==> src/rtl/seq_div_ctrl.sv <==
`default_nettype none
// ============================================================================
// Module      : seq_div_ctrl
// Description : Multi-cycle restoring divider (DIV/DIVU), one quotient bit
//               per clock, with start/busy/done handshake and sign fix-up.
// Revision    : 1.0 - initial release
// ============================================================================
module seq_div_ctrl #(
    parameter int WIDTH = 32
) (
    input  logic             clk,
    input  logic             rst,
    input  logic             start,
    input  logic             is_signed,
    input  logic [WIDTH-1:0] dividend,
    input  logic [WIDTH-1:0] divisor,
    output logic             busy,
    output logic             done,
    output logic [WIDTH-1:0] quotient,
    output logic [WIDTH-1:0] remainder,
    output logic             div_by_zero,
    output logic             step_sel
);

    localparam int CW = $clog2(WIDTH);
    localparam logic [CW-1:0] c_LAST = CW'(WIDTH - 1);

    typedef enum logic [1:0] {
        S_IDLE = 2'd0,
        S_ITER = 2'd1,
        S_FIX  = 2'd2,
        S_DONE = 2'd3
    } state_t;

    state_t           r_state;
    logic [CW-1:0]    r_count;
    logic [WIDTH-1:0] r_rem;
    logic [WIDTH-1:0] r_q;
    logic [WIDTH-1:0] r_b;
    logic             r_neg_q;
    logic             r_neg_r;

    logic             w_dd_neg;
    logic             w_dv_neg;
    logic [WIDTH-1:0] w_abs_a;
    logic [WIDTH-1:0] w_abs_b;
    logic [WIDTH:0]   w_trial;

    // Most-negative input negates to itself, which reads correctly as unsigned 2^(WIDTH-1).
    assign w_dd_neg = is_signed & dividend[WIDTH-1];
    assign w_dv_neg = is_signed & divisor[WIDTH-1];
    assign w_abs_a  = w_dd_neg ? (~dividend + 1'b1) : dividend;
    assign w_abs_b  = w_dv_neg ? (~divisor + 1'b1) : divisor;

    assign w_trial  = {r_rem, r_q[WIDTH-1]} - {1'b0, r_b};
    assign step_sel = (r_state == S_ITER) & ~w_trial[WIDTH];

    always_ff @(posedge clk or posedge rst) begin
        if (rst) begin
            r_state     <= S_IDLE;
            r_count     <= '0;
            r_rem       <= '0;
            r_q         <= '0;
            r_b         <= '0;
            r_neg_q     <= 1'b0;
            r_neg_r     <= 1'b0;
            busy        <= 1'b0;
            done        <= 1'b0;
            quotient    <= '0;
            remainder   <= '0;
            div_by_zero <= 1'b0;
        end else begin
            done <= 1'b0;
            case (r_state)
                S_IDLE: begin
                    if (start) begin
                        if (divisor == '0) begin
                            quotient    <= '1;
                            remainder   <= dividend;
                            div_by_zero <= 1'b1;
                            done        <= 1'b1;
                            r_state     <= S_DONE;
                        end else begin
                            r_rem       <= '0;
                            r_q         <= w_abs_a;
                            r_b         <= w_abs_b;
                            r_neg_q     <= w_dd_neg ^ w_dv_neg;
                            r_neg_r     <= w_dd_neg;
                            r_count     <= '0;
                            div_by_zero <= 1'b0;
                            busy        <= 1'b1;
                            r_state     <= S_ITER;
                        end
                    end
                end
                S_ITER: begin
                    r_rem   <= step_sel ? w_trial[WIDTH-1:0] : {r_rem[WIDTH-2:0], r_q[WIDTH-1]};
                    r_q     <= {r_q[WIDTH-2:0], step_sel};
                    r_count <= r_count + 1'b1;
                    if (r_count == c_LAST) begin
                        r_state <= S_FIX;
                    end
                end
                S_FIX: begin
                    quotient  <= r_neg_q ? (~r_q + 1'b1) : r_q;
                    remainder <= r_neg_r ? (~r_rem + 1'b1) : r_rem;
                    busy      <= 1'b0;
                    done      <= 1'b1;
                    r_state   <= S_DONE;
                end
                default: begin
                    r_state <= S_IDLE;
                end
            endcase
        end
    end

endmodule
`default_nettype wire

==> config.mk <==
export PLATFORM = sky130hd
export DESIGN_NAME = seq_div_ctrl
export DESIGN_NICKNAME = d
export VERILOG_FILES = /design/src/rtl/seq_div_ctrl.sv
export SDC_FILE = /design/constraint.sdc
export NUM_CORES = 1
export LEC_CHECK = 0
export BUFFER_PORTS_ARGS = -buffer_cell sky130_fd_sc_hd__buf_2
export CORE_ASPECT_RATIO = 1.25
export CORE_MARGIN = 2
export CORE_UTILIZATION = 54
export CTS_CLUSTER_DIAMETER = 200
export DETAILED_ROUTE_END_ITERATION = 8
export GPL_ROUTABILITY_DRIVEN = 1
export MAX_ROUTING_LAYER = met4
export PLACE_DENSITY_LB_ADDON = 0.25
export SKIP_LAST_GASP = 1
export SLEW_MARGIN = 20
export SYNTH_ARGS = -nofsm -noshare
export SYNTH_HDL_FRONTEND = slang
export SYNTH_SLANG_ARGS = --single-unit
==> constraint.sdc <==
create_clock -name clk -period 4.8 [get_ports clk]
set_input_delay 0.48 -clock clk [delete_from_list [all_inputs] [get_ports clk]]
set_output_delay 0.48 -clock clk [all_outputs]
set_load 0.02 [all_outputs]
==> summary.txt <==
Setup violators final - 0
Final core occ - 61.8%
Critical path class - reg -> out
Setup Fix Bufs, Post-CTS - 0
Worst vdd ir - 0.402 mV
Global-route wire length before repair - 47.5 mm
Die W - 134 µm
Pins Over Slew Limit - 0
Worst skew pair latency - 430 ps
Fin crit period - 4320 ps
CTS tree - done
# rows - 59
CTS Buf Count - 17
Required time of the worst setup path - 4320 ps
Syn-to-layout area delta - 12.4%
Mapped Cells - 1343
Clk_skew - 11.4 ps
Status - completed
Max Cap Violations - 0
Die area - 0.0224 mm²
Fraction of layout cells with a size suffix above 1 - 13.9%
Avg Inst Size Synth - 8.53 µm²
Cell Area, Synth - 0.0115 mm²
DIE HEIGHT - 167 µm
Starting Density - 55.0%
Fmax - 231 MHz
Routed vias - 10068
Clock tree buffer depth - 2
Commonest non-fill, non-tap cell in the layout - nand2_1
Hold Path Class - in -> async
H-tree depth - 4
Synth cell types - 76
Hold buffers post-CTS - 0
I/O pin count - 136
P_leak - 5.60 nW
Worst EP arrival - 3840 ps
Final ANT Viol Nets - 0
Routability cong. - 0.936
RSZ-0062 raised after global routing - no
Startpoint types - flip-flop
Final Hold Viols - 0
I/O Buffers - 135
Root Driver - clkbuf_16
Core region area - 0.0208 mm²
Pwr/cell area - 638 mW/mm²
CTS resizes - 0
Largest net degree at the start of global routing - 173
Ys async rst share - 100%
GRT Resource Usage Total - 26.9%
Slew headroom - 28.6%
Number of synthesized flops with an enable pin - 0
Drt via density - 5.84
Grt ovf - 0
WL final - 28.7 mm
Clock sink count - 172
Syn Nets - 1454
Seq cells post-synth - 172
WL/cell - 16.7 µm
Final Cycle Share - 90.0%
CTS clk-pin slew, worst paths - 70 ps
Drt initial violations - 674
Sequential area share after synthesis - 37.6%
Commonest cells after routing, fill and taps aside - 176 x nand2_1, 172 x dfrtp_1, 135 x buf_2
Initial antenna violation count - 2
Router iterations before antenna repair - 5
Setup TNS - 0 ps
Final HPWL from detailed placement - 21.4 mm
# DRC - 0
Crit end category - primary output
Max FO, Critical Path - 13
Nets - 1547
Vias in the first global route - 9541
Synth Warn # - 0
Most used DFF post-synth - dfrtp_1
Least-Margin Pin Slew - 1070 ps
-- cell families after synthesis --
logic type                 synth area share (%)
AOI/OAI and AO/OA                          21.9
DFF                                        37.6
buffers and inverters                      5.10
and+or+nand+nor                            16.3
adders and majority gates                  4.76
xor gates and xnor gates                   10.9
muxes                                      3.41
-- flip-flops by register name, indices dropped and copies added (netlist names) --
name	count
done	1
r_neg_q	1
r_count	5
quotient	32
r_rem	32
busy	1
remainder	32
r_state	2
r_neg_r	1
r_b	32
r_q	32
div_by_zero	1
-- synth_stat cells, types with 14 or more instances --
library cell | number | area share [%]
nand3_1 | 22 | 0.96
mux2i_1 | 39 | 3.4
a31oi_1 | 45 | 2.5
buf_2 | 14 | 0.61
o21ai_0 | 129 | 5.6
nand2_1 | 176 | 5.8
nor3_1 | 15 | 0.66
ha_1 | 42 | 4.6
dfrtp_1 | 172 | 38
a21oi_1 | 67 | 2.9
inv_1 | 62 | 2.0
o22ai_1 | 15 | 0.82
o31ai_1 | 25 | 1.6
nor2_1 | 114 | 3.7
clkbuf_1 | 41 | 1.3
xnor2_1 | 58 | 4.4
o21ai_1 | 33 | 1.4
xor2_1 | 85 | 6.5
-- critical path, cell delays in order, from the launching register on --
cell and delay, ps:
dfrtp_1 360, inv_1 150, ha_1 240, fa_1 220
nand2b_1 120, o2bb2ai_1 240, o21ai_1 210, a21oi_1 390
nor3_1 130, a221oi_1 500, mux2i_4 600, buf_2 260
-- report_power, final --
part / switching (mW) / internal, mW
clock: 0.618 / 0.813
combinational: 2.65 / 1.59
sequential: 0.542 / 2.01
total: 3.81 / 4.40
-- path summary, 6_finish.rpt --
kind / slack (ps) / cells past startpoint / from / end
worst min register to register: 480 / 2 / remainder[28] / remainder[28]
worst min-delay path: 280 / 3 / rst / quotient[16]
max in group asynchronous: 3840 / 3 / rst / r_q[22]
min in group clk: 330 / 3 / divisor[1] / r_b[1]
worst max-delay path: 480 / 11 / r_q[31] / step_sel
worst max register to register: 860 / 13 / r_q[31] / r_rem[29]
-- cell type report --
type                            count  area [µm²]
Fill cell                        1861        7950
Multi-Input combinational cell   1038        6600
Sequential cell                   172        4300
Timing Repair Buffer              144         768
Clock buffer                       20         457
Tap cell                          274         343
Inverter                           63         240
Clock inverter                     12         153
Antenna cell                        2        5.00
-- routing by layer --
metal	routed length [µm]	track usage, %
met2	14100	44.6
met3	1560	4.08
met5	0	-
met4	901	10.7
met1	12100	33.0
-- per-stage QoR --
step                total power, mW  cell area (µm²)  cells  setup WS, ps  hold WS (ps)
detailed placement             6.79            12300   1691           899           465
finish                         8.21            12900   1725           480           280
CTS                            8.22            12900   1723           466           322
floorplan                      5.73            11500   1343          1610           445
global placement               6.71            12300   1691           975           460
global route                   8.87            12900   1725           191           353
Power figures use the tool's default switching activity.
